File: config.mk
export PLATFORM = sky130hd
export DESIGN_NAME = ym3438_clk_phase_gen
export DESIGN_NICKNAME = d
export VERILOG_FILES = /design/src/rtl/ym3438_clk_pkg.sv /design/src/rtl/ym3438_mod_counter.sv /design/src/rtl/ym3438_clk_phase_gen.sv
export SDC_FILE = /design/constraint.sdc
export NUM_CORES = 1
export LEC_CHECK = 0
export BUFFER_PORTS_ARGS = -buffer_cell sky130_fd_sc_hd__buf_4
export CAP_MARGIN = 20
export CORE_UTILIZATION = 35
export CTS_CLUSTER_DIAMETER = 120
export DETAILED_ROUTE_END_ITERATION = 6
export SLEW_MARGIN = 20
export SYNTH_ARGS = -nofsm -noshare
export SYNTH_HDL_FRONTEND = slang
export SYNTH_HIERARCHICAL = 1
export SYNTH_SLANG_ARGS = --single-unit
File: constraint.sdc
create_clock -name MCLK -period 3.4 [get_ports MCLK]
set_clock_uncertainty 0.2 [all_clocks]
set_input_delay 0.68 -clock MCLK [delete_from_list [all_inputs] [get_ports MCLK]]
set_output_delay 0.68 -clock MCLK [all_outputs]
set_load 0.03 [all_outputs]
File: src/rtl/ym3438_clk_pkg.sv
// ym3438_clk_pkg: shared clock-phase defaults and the slot index type for slot-indexed consumers.
package ym3438_clk_pkg;
    localparam int YM3438_PRESCALE_DEF  = 6;
    localparam int YM3438_NUM_SLOTS_DEF = 24;
    localparam int YM3438_CYCLE_W       = 5;
    typedef logic [YM3438_CYCLE_W-1:0] ym3438_cycle_t;
endpackage

File: src/rtl/ym3438_mod_counter.sv
// ym3438_mod_counter: modulo-MOD enabled counter with loadable reset value and wrap flag.
module ym3438_mod_counter #(
    parameter int MOD = 6,
    parameter int W   = 3
) (
    input  logic         MCLK,
    input  logic         reset,
    input  logic         en_i,
    input  logic [W-1:0] rst_val_i,
    output logic [W-1:0] count_o,
    output logic         wrap_o
);
    logic [W-1:0] count_q, count_d;
    assign wrap_o  = count_q == W'(MOD - 1);
    assign count_d = !en_i ? count_q : wrap_o ? '0 : count_q + W'(1);
    assign count_o = count_q;
    always_ff @(posedge MCLK) begin
        if (reset) count_q <= rst_val_i;
        else       count_q <= count_d;
    end
endmodule

File: src/rtl/ym3438_clk_phase_gen.sv
// ym3438_clk_phase_gen: registered non-overlapping c1/c2 strobes, slot index and frame sync from MCLK.
// Optional freeze input hold is present when YM3438_CLK_HOLD_EN is defined.
module ym3438_clk_phase_gen
    import ym3438_clk_pkg::*;
#(
    parameter int PRESCALE  = YM3438_PRESCALE_DEF,
    parameter int NUM_SLOTS = YM3438_NUM_SLOTS_DEF,
    parameter int CYCLE_W   = YM3438_CYCLE_W
) (
    input  logic               MCLK,
    input  logic               reset,
    input  logic               clk_en,
`ifdef YM3438_CLK_HOLD_EN
    input  logic               hold,
`endif
    output logic               c1,
    output logic               c2,
    output logic [CYCLE_W-1:0] cycle,
    output logic               sync
);
    localparam int PW = $clog2(PRESCALE);

    if (PRESCALE < 2 || PRESCALE % 2 != 0) begin : g_bad_prescale
        $error("PRESCALE must be even and >= 2");
    end
    if (NUM_SLOTS < 2 || NUM_SLOTS > 2 ** CYCLE_W) begin : g_bad_slots
        $error("NUM_SLOTS must be >= 2 and fit in CYCLE_W bits");
    end

    logic          en, c1_d, c2_d, sync_d, slot_wrap, p_wrap_unused;
    logic          c1_q, c2_q, sync_q;
    logic [PW-1:0] p_q;

`ifdef YM3438_CLK_HOLD_EN
    assign en = clk_en & ~hold;
`else
    assign en = clk_en;
`endif

    ym3438_mod_counter #(.MOD(PRESCALE), .W(PW)) u_prescaler (
        .MCLK      (MCLK),
        .reset     (reset),
        .en_i      (en),
        .rst_val_i ('0),
        .count_o   (p_q),
        .wrap_o    (p_wrap_unused)
    );

    // Slot counter advances on the very edge that raises c1, so cycle is stable while c1 is high.
    ym3438_mod_counter #(.MOD(NUM_SLOTS), .W(CYCLE_W)) u_slot (
        .MCLK      (MCLK),
        .reset     (reset),
        .en_i      (c1_d),
        .rst_val_i (CYCLE_W'(NUM_SLOTS - 1)),
        .count_o   (cycle),
        .wrap_o    (slot_wrap)
    );

    assign c1_d   = en & (p_q == '0);
    assign c2_d   = en & (p_q == PW'(PRESCALE / 2));
    assign sync_d = c1_d & slot_wrap;

    always_ff @(posedge MCLK) begin
        if (reset) begin
            c1_q   <= 1'b0;
            c2_q   <= 1'b0;
            sync_q <= 1'b0;
        end else begin
            c1_q   <= c1_d;
            c2_q   <= c2_d;
            sync_q <= sync_d;
        end
    end

    assign c1   = c1_q;
    assign c2   = c2_q;
    assign sync = sync_q;
endmodule

==> impl_metrics.yaml, run 1 <==
critical_path:
  cp_slowest_cell: "edfxtp_1"
  criticalPathCategory: "reg2out"
  max_stage_delay_ns: 0.47
  cp_data_arrival_time_ns: 0.94
  crit_family: "flip-flops"
  cp_cell_sequence: "buf_4"
  rrSetupSlack_ns: 1.63
  critical_path_buf_inv_count: 1
  worstPathMaxFanout: 4
  start_kind: "register"
  crit_path_end_kind: "output pin"
  required_ns: 2.52
timing:
  hold_viol: 0
  period_share: 0.5340
  min_period_ns: 1.816
  hold_ws_ns: 0.4230
  rsz0062_at_grt: "false"
  fin_setup_tns_ns: 0
  fmax_mhz: 550.8
  slew_violations: 0
  setup_viol_count_final: 0
global_route:
  grt_first_pass_wirelength_um: 1566
  grt_usage: 0.1220
  overflow: 0
  antenna_found_initial: 0
  grt_pass1_vias: 328
  grt_max_degree: 20
finish:
  drive_gt1_frac: 0.3143
  final_design_area_no_fill_um2: 711.9
  instances_no_fill: 86
  final_cell_mix: "buf_4, conb_1, edfxtp_1"
  final_common_cell: "buf_4"
  num-nets-final: 75
  num_antenna_cells: 0
  synthToLayoutAreaGrowth_pct: 24.24
die:
  core_area_um2: 1524
  die_h_um: 42.47
  die_w_um: 42.47
  dieArea_um2: 1803
  start_util: 0.3760
  rows: 14
  pin_count: 11
clocking:
  cts_setup_buffers: 0
  cts.hold.buffers_added: 0
  clk_pin_slew_ns: 0.07
  cts.sinks: 11
  htreeDepth: 1
  cts_buffer_depth: 2
  cts_resized: 0
  tritoncts: "built"
  numCtsBuffers: 3
  clk_latency_ns: 0.26
  clock-root-buffer: "clkbuf_4"
routing:
  viasPerCell: 4.628
  drt_iter0_markers: 5
  ant_nets: 0
  drt-total-wl_um: 972
  vias: 398
  drc: 0
  wl_per_cell_um: 11.30
  dr.pass1.iters: 5
placement:
  io_buffers: 10
  dp_hpwl_um: 687.5
  dp_cells: 82
  gp_congestion: 0.6250
  placed_area_um2: 685.7
flow_run:
  cap_violations: 0
pwr:
  total_power_uw: 321.3
  ir_drop_mv: 0.2112
  p_leak_nw: 0.2979
  p_per_area_nw_per_um2: 451.3
synthesis:
  synthCells: 51
  ys_warn_count: 6
  avgSynthCellArea_um2: 11.24
  synth_area_um2: 573.1
run_status:
  outcome: "complete, no violations"
hold_path:
  min_path_type: "reg2reg"
-- worst paths after layout --
path | from | end | cells past startpoint
hold / removal | u_prescaler/count_o[2] | c2 | 2
hold reg to reg | u_prescaler/count_o[2] | c2 | 2
setup / recovery | u_slot/count_o[3] | cycle[3] | 1
setup reg to reg | u_prescaler/count_o[0] | u_slot/count_o[3] | 3
-- state kept, by name, summed over array words and instances (netlist names) --
name                 count
c2                       1
u_prescaler/count_o      3
c1                       1
sync                     1
u_slot/count_o           5
-- stage by stage --
step                utilization  setup WS, ns
CTS                      0.4672         1.572
detailed placement       0.4499         1.442
global route             0.4672         1.546
finish                   0.4672         1.584
global placement         0.4499         1.453
floorplan                     -         1.571
-- final cells by class --
type	count	area [um2]
clock buffer	4	26.28
timing repair buffer	10	75.07
sequential	11	300.3
multi-input combinational	43	282.8
inverter	2	7.507
tap	16	20.02
fill	156	812.0
-- where the power goes --
group / total, mW / switching, mW / internal, mW
combinational: 0.0628 / 0.0349 / 0.0280
sequential: 0.172 / 0.0135 / 0.159
clock: 0.0860 / 0.0407 / 0.0453
total: 0.321 / 0.0890 / 0.232
-- per-layer routing --
| metal | routed length (um) | up-vias | track usage |
|---|---|---|---|
| met4 | 16 | 0 | 0.09375 |
| met3 | 34 | 2 | 0.03879 |
| li1 | - | 210 | - |
| met5 | 0 | - | 0 |
| met2 | 442 | 8 | 0.1477 |
| met1 | 478 | 178 | 0.1739 |
Power figures use the tool's default switching activity.
==> run 2, diff against run 1 <==
- clock period: 3.4 -> 1.5 ns (I/O delays scaled with it)
==> impl_metrics.yaml, run 2 (synthesis results as in run 1) <==
run_status:
  outcome: "finished, violations left"
  failed_checks: "negative setup slack"
critical_path:
  max_stage_delay_ns: 0.55
  cp_data_arrival_time_ns: 1.40
  start_kind: "register"
  cp_slowest_cell: "or4b_4"
  crit_family: "simple AND/OR/NAND/NOR gates"
  startpoint: "u_prescaler/count_o[1]"
  critical_path_buf_inv_count: 1
  criticalPathCategory: "reg2reg"
  cp_cell_sequence: "or4b_4, inv_2, or2_4"
  r2r-start: "u_prescaler/count_o[1]"
  worstPathMaxFanout: 5
  required_ns: 1.28
  crit_path_end_kind: "register"
finish:
  num_antenna_cells: 0
  num-nets-final: 83
  synthToLayoutAreaGrowth_pct: 42.14
  final_common_cell: "buf_4"
  instances_no_fill: 94
  largest_reg_flops: 5
  drive_gt1_frac: 0.4231
  final_design_area_no_fill_um2: 814.5
  final_cell_mix: "buf_4, conb_1, edfxtp_1"
routing:
  dr.pass1.iters: 5
  drc: 0
  drt-total-wl_um: 999
  ant_nets: 0
  drt_iter0_markers: 9
  viasPerCell: 4.734
  vias: 445
  wl_per_cell_um: 10.63
global_route:
  overflow: 0
  grt_first_pass_wirelength_um: 1745
  antenna_found_initial: 0
  grt_max_degree: 20
  grt_pass1_vias: 404
  grt_usage: 0.1380
timing:
  period_share: 1.079
  slew_violations: 0
  min_period_ns: 1.619
  fin_setup_tns_ns: -0.5903
  fmax_mhz: 617.8
  fin_ws_ns: -0.1188
  rsz0062_at_grt: "true"
  setup_viol_count_final: 5
  hold_viol: 0
pwr:
  ir_drop_mv: 0.4907
  p_leak_nw: 0.3478
  p_per_area_nw_per_um2: 965.8
placement:
  dp_hpwl_um: 734.1
  placed_area_um2: 745.7
  dp_cells: 88
  io_buffers: 10
  dp_slack_ns: -0.1072
  gp_congestion: 0.6986
die:
  dieArea_um2: 1803
  start_util: 0.3760
  rows: 14
  die_w_um: 42.47
  die_h_um: 42.47
  pin_count: 11
  core_area_um2: 1524
flow_run:
  cap_violations: 0
clocking:
  htreeDepth: 1
  clock-root-buffer: "clkbuf_4"
  clk_pin_slew_ns: 0.06
  cts_buffer_depth: 2
  tritoncts: "built"
  clk_latency_ns: 0.27
  cts.hold.buffers_added: 0
  cts.sinks: 11
  numCtsBuffers: 3
hold_path:
  min_path_type: "in2reg"
  min_from: "clk_en"
-- run 2: worst paths after layout --
check / to / slack [ns] / cells after the start
setup reg to reg: u_slot/count_o[2] / -0.12 / 3
setup / recovery: u_slot/count_o[2] / -0.12 / 3
hold / removal: c2 / 0.09 / 3
hold reg to reg: c1 / 0.46 / 3
-- run 2: repair_timing --
action,in CTS,in global routing
cloned,0,0
setup endpoints to repair,7,12
pin swaps,2,3
buffers inserted,2,0
endpoints found under the hold margin,0,0
resized for setup,4,3
-- run 2: final cells by class --
class / instances / area (um2)
Inverter: 2 / 7.507
Fill cell: 145 / 709.4
Multi-Input combinational cell: 43 / 306.5
Sequential cell: 11 / 300.3
Clock buffer: 4 / 26.28
Tap cell: 16 / 20.02
Timing Repair Buffer: 18 / 153.9
-- run 2: where the power goes --
group	switching, mW	internal (mW)
logic	0.0996	0.105
registers	0.0261	0.360
clock network	0.0932	0.103
-- run 2: metal layers --
| metal | up-vias | routed length [um] | track usage |
|---|---|---|---|
| met2 | 12 | 507 | 0.1969 |
| met1 | 201 | 435 | 0.1713 |
| met3 | 3 | 46 | 0.05172 |
| li1 | 229 | - | - |
| met4 | 0 | 10 | 0.09375 |
| met5 | - | 0 | 0 |
-- run 2: worst reg2reg max path, cell delays in order (launching register included) --
cell and delay, ns:
edfxtp_1 0.39, or4b_4 0.55, inv_2 0.06, or2_4 0.14
-- run 2: through the flow --
step | util | hold WS (ns) | power [mW]
3_3_place_gp | 0.4893 | 0.3688 | 0.5688
3_5_place_dp | 0.4893 | 0.3707 | 0.5723
5_1_grt | 0.5345 | 0.09148 | 0.8348
4_1_cts | 0.5263 | 0.08496 | 0.7860
6_report | 0.5345 | 0.08788 | 0.7867
2_1_floorplan | - | 0.1695 | 0.4997
==> run 3, diff against run 2 <==
- BUFFER_PORTS_ARGS: -buffer_cell sky130_fd_sc_hd__buf_4 -> unset
- DONT_BUFFER_PORTS: unset -> 1
==> impl_metrics.yaml, run 3 (synthesis results as in run 1) <==
run_status:
  failed_checks: "negative hold slack, negative setup slack"
  outcome: "finished, violations left"
flow_run:
  cap_violations: 0
global_route:
  grt_pass1_vias: 378
  overflow: 0
  grt_max_degree: 20
  grt_first_pass_wirelength_um: 1656
  grt_usage: 0.1303
  antenna_found_initial: 0
routing:
  vias: 402
  drt-total-wl_um: 1011
  ant_nets: 0
  dr.pass1.iters: 4
  wl_per_cell_um: 11.62
  viasPerCell: 4.621
  drc: 0
  drt_iter0_markers: 5
finish:
  multiInputGateArea_um2: 306.5
  instances_no_fill: 87
  num-nets-final: 76
  drive_gt1_frac: 0.3662
  largest_reg_flops: 5
  final_cell_mix: "conb_1, edfxtp_1, buf_4"
  filler_cell_count: 150
  num_antenna_cells: 0
  synthToLayoutAreaGrowth_pct: 32.31
  regArea_um2: 300.3
die:
  rows: 14
  start_util: 0.3760
  pin_count: 11
  die_w_um: 42.47
  dieArea_um2: 1803
  core_area_um2: 1524
  die_h_um: 42.47
pwr:
  p_seq_frac: 0.507
  ir_drop_mv: 0.4493
  p_per_area_nw_per_um2: 1010
  p_leak_nw: 0.3106
  pwr-share-comb: 0.236
  p_switching_uw: 210.7
  internal_power_uw: 555.3
  p_clk_frac: 0.257
  total_power_uw: 765.9
  switching_share: 0.2750
timing:
  setup_viol_count_final: 6
  period_share: 1.087
  fin_ws_ns: -0.1308
  fmax_mhz: 613.2
  min_period_ns: 1.631
  rsz0062_at_grt: "true"
  slew_violations: 0
  hold_ws_ns: -0.1003
  hold_viol: 3
clocking:
  clock-root-buffer: "clkbuf_4"
  cts_buffer_depth: 2
  numCtsBuffers: 3
  tritoncts: "built"
  clk_latency_ns: 0.26
  clk_pin_slew_ns: 0.07
  htreeDepth: 1
  cts.sinks: 11
critical_path:
  required_ns: 1.28
  reg2reg_depth: 3
  rrSetupSlack_ns: -0.13
  r2r-end: "u_slot/count_o[2]"
  r2r-start: "u_prescaler/count_o[2]"
  criticalPathCategory: "reg2reg"
  worstPathMaxFanout: 5
  cp_data_arrival_time_ns: 1.41
  start_kind: "register"
  crit_path_end_kind: "register"
placement:
  gp_congestion: 0.6825
  dp_cells: 81
  io_buffers: 0
hold_path:
  hold_depth: 1
  min_to: "sync"
  min_path_type: "in2reg"
  min_from: "reset"
run 3: worst max-delay path by stage:
stage / startpoint / end / cells after the start
floorplan: u_prescaler/count_o[2] / u_slot/count_o[0] / 3
detailed placement: u_prescaler/count_o[2] / u_slot/count_o[0] / 3
finish: u_prescaler/count_o[2] / u_slot/count_o[2] / 3
global placement: u_prescaler/count_o[2] / u_slot/count_o[0] / 3
CTS: u_prescaler/count_o[2] / u_slot/count_o[0] / 3
global route: u_prescaler/count_o[2] / u_slot/count_o[4] / 3
run 3: area by class of cell:
class,instances,area share
timing repair buffer,11,0.1287
sequential,11,0.3960
tap,16,0.02640
clock buffer,4,0.03465
inverter,2,0.009901
multi-input combinational,43,0.4043
run 3: critical path, cell delays in order, from the launching register on:
cell and delay (ns):
edfxtp_1 0.40, or4b_4 0.55, inv_2 0.06, or2_4 0.13
run 3: per-stage QoR:
stage	util	setup TNS [ns]	instance area, um2	setup slack [ns]	hold slack (ns)
after global placement	0.4548	-0.4504	693.2	-0.09014	0.1720
after floorplan	-	-1.022	610.6	-0.1385	0.1695
after detailed placement	0.4548	-0.5237	693.2	-0.1048	0.1724
final	0.4975	-0.6575	758.2	-0.1308	-0.1003
after CTS	0.4721	-0.5473	719.4	-0.1095	-0.1116
after global routing	0.4975	-0.8323	758.2	-0.1393	-0.1179
run 3: repair_timing:
| action | 4_1_cts | 5_1_grt |
|---|---|---|
| buffers inserted | 0 | 2 |
| pin swaps | 1 | 3 |
| gates cloned | 0 | 0 |
| endpoints found under the hold margin | 3 | 3 |
| endpoints found under the setup margin | 5 | 8 |
| gates resized for setup | 0 | 6 |
run 3: power by group through the flow:
stage                     Clock [mW]  Sequential, mW  Combinational, mW
after floorplan                    0           0.425             0.0746
after global placement             0           0.391              0.157
after detailed placement           0           0.393              0.160
after CTS                      0.205           0.386              0.160
after global routing           0.217           0.391              0.198
final                          0.197           0.388              0.181
run 3: metal layers:
metal / share of wire / track usage / up-vias / wire length [um]
li1: - / - / 214 / -
met1: 0.45 / 0.1667 / 185 / 459
met2: 0.53 / 0.1846 / 3 / 539
met3: 0.011 / 0.02586 / 0 / 11
met4: 0 / 0.1125 / 0 / 0
met5: 0 / 0 / - / 0
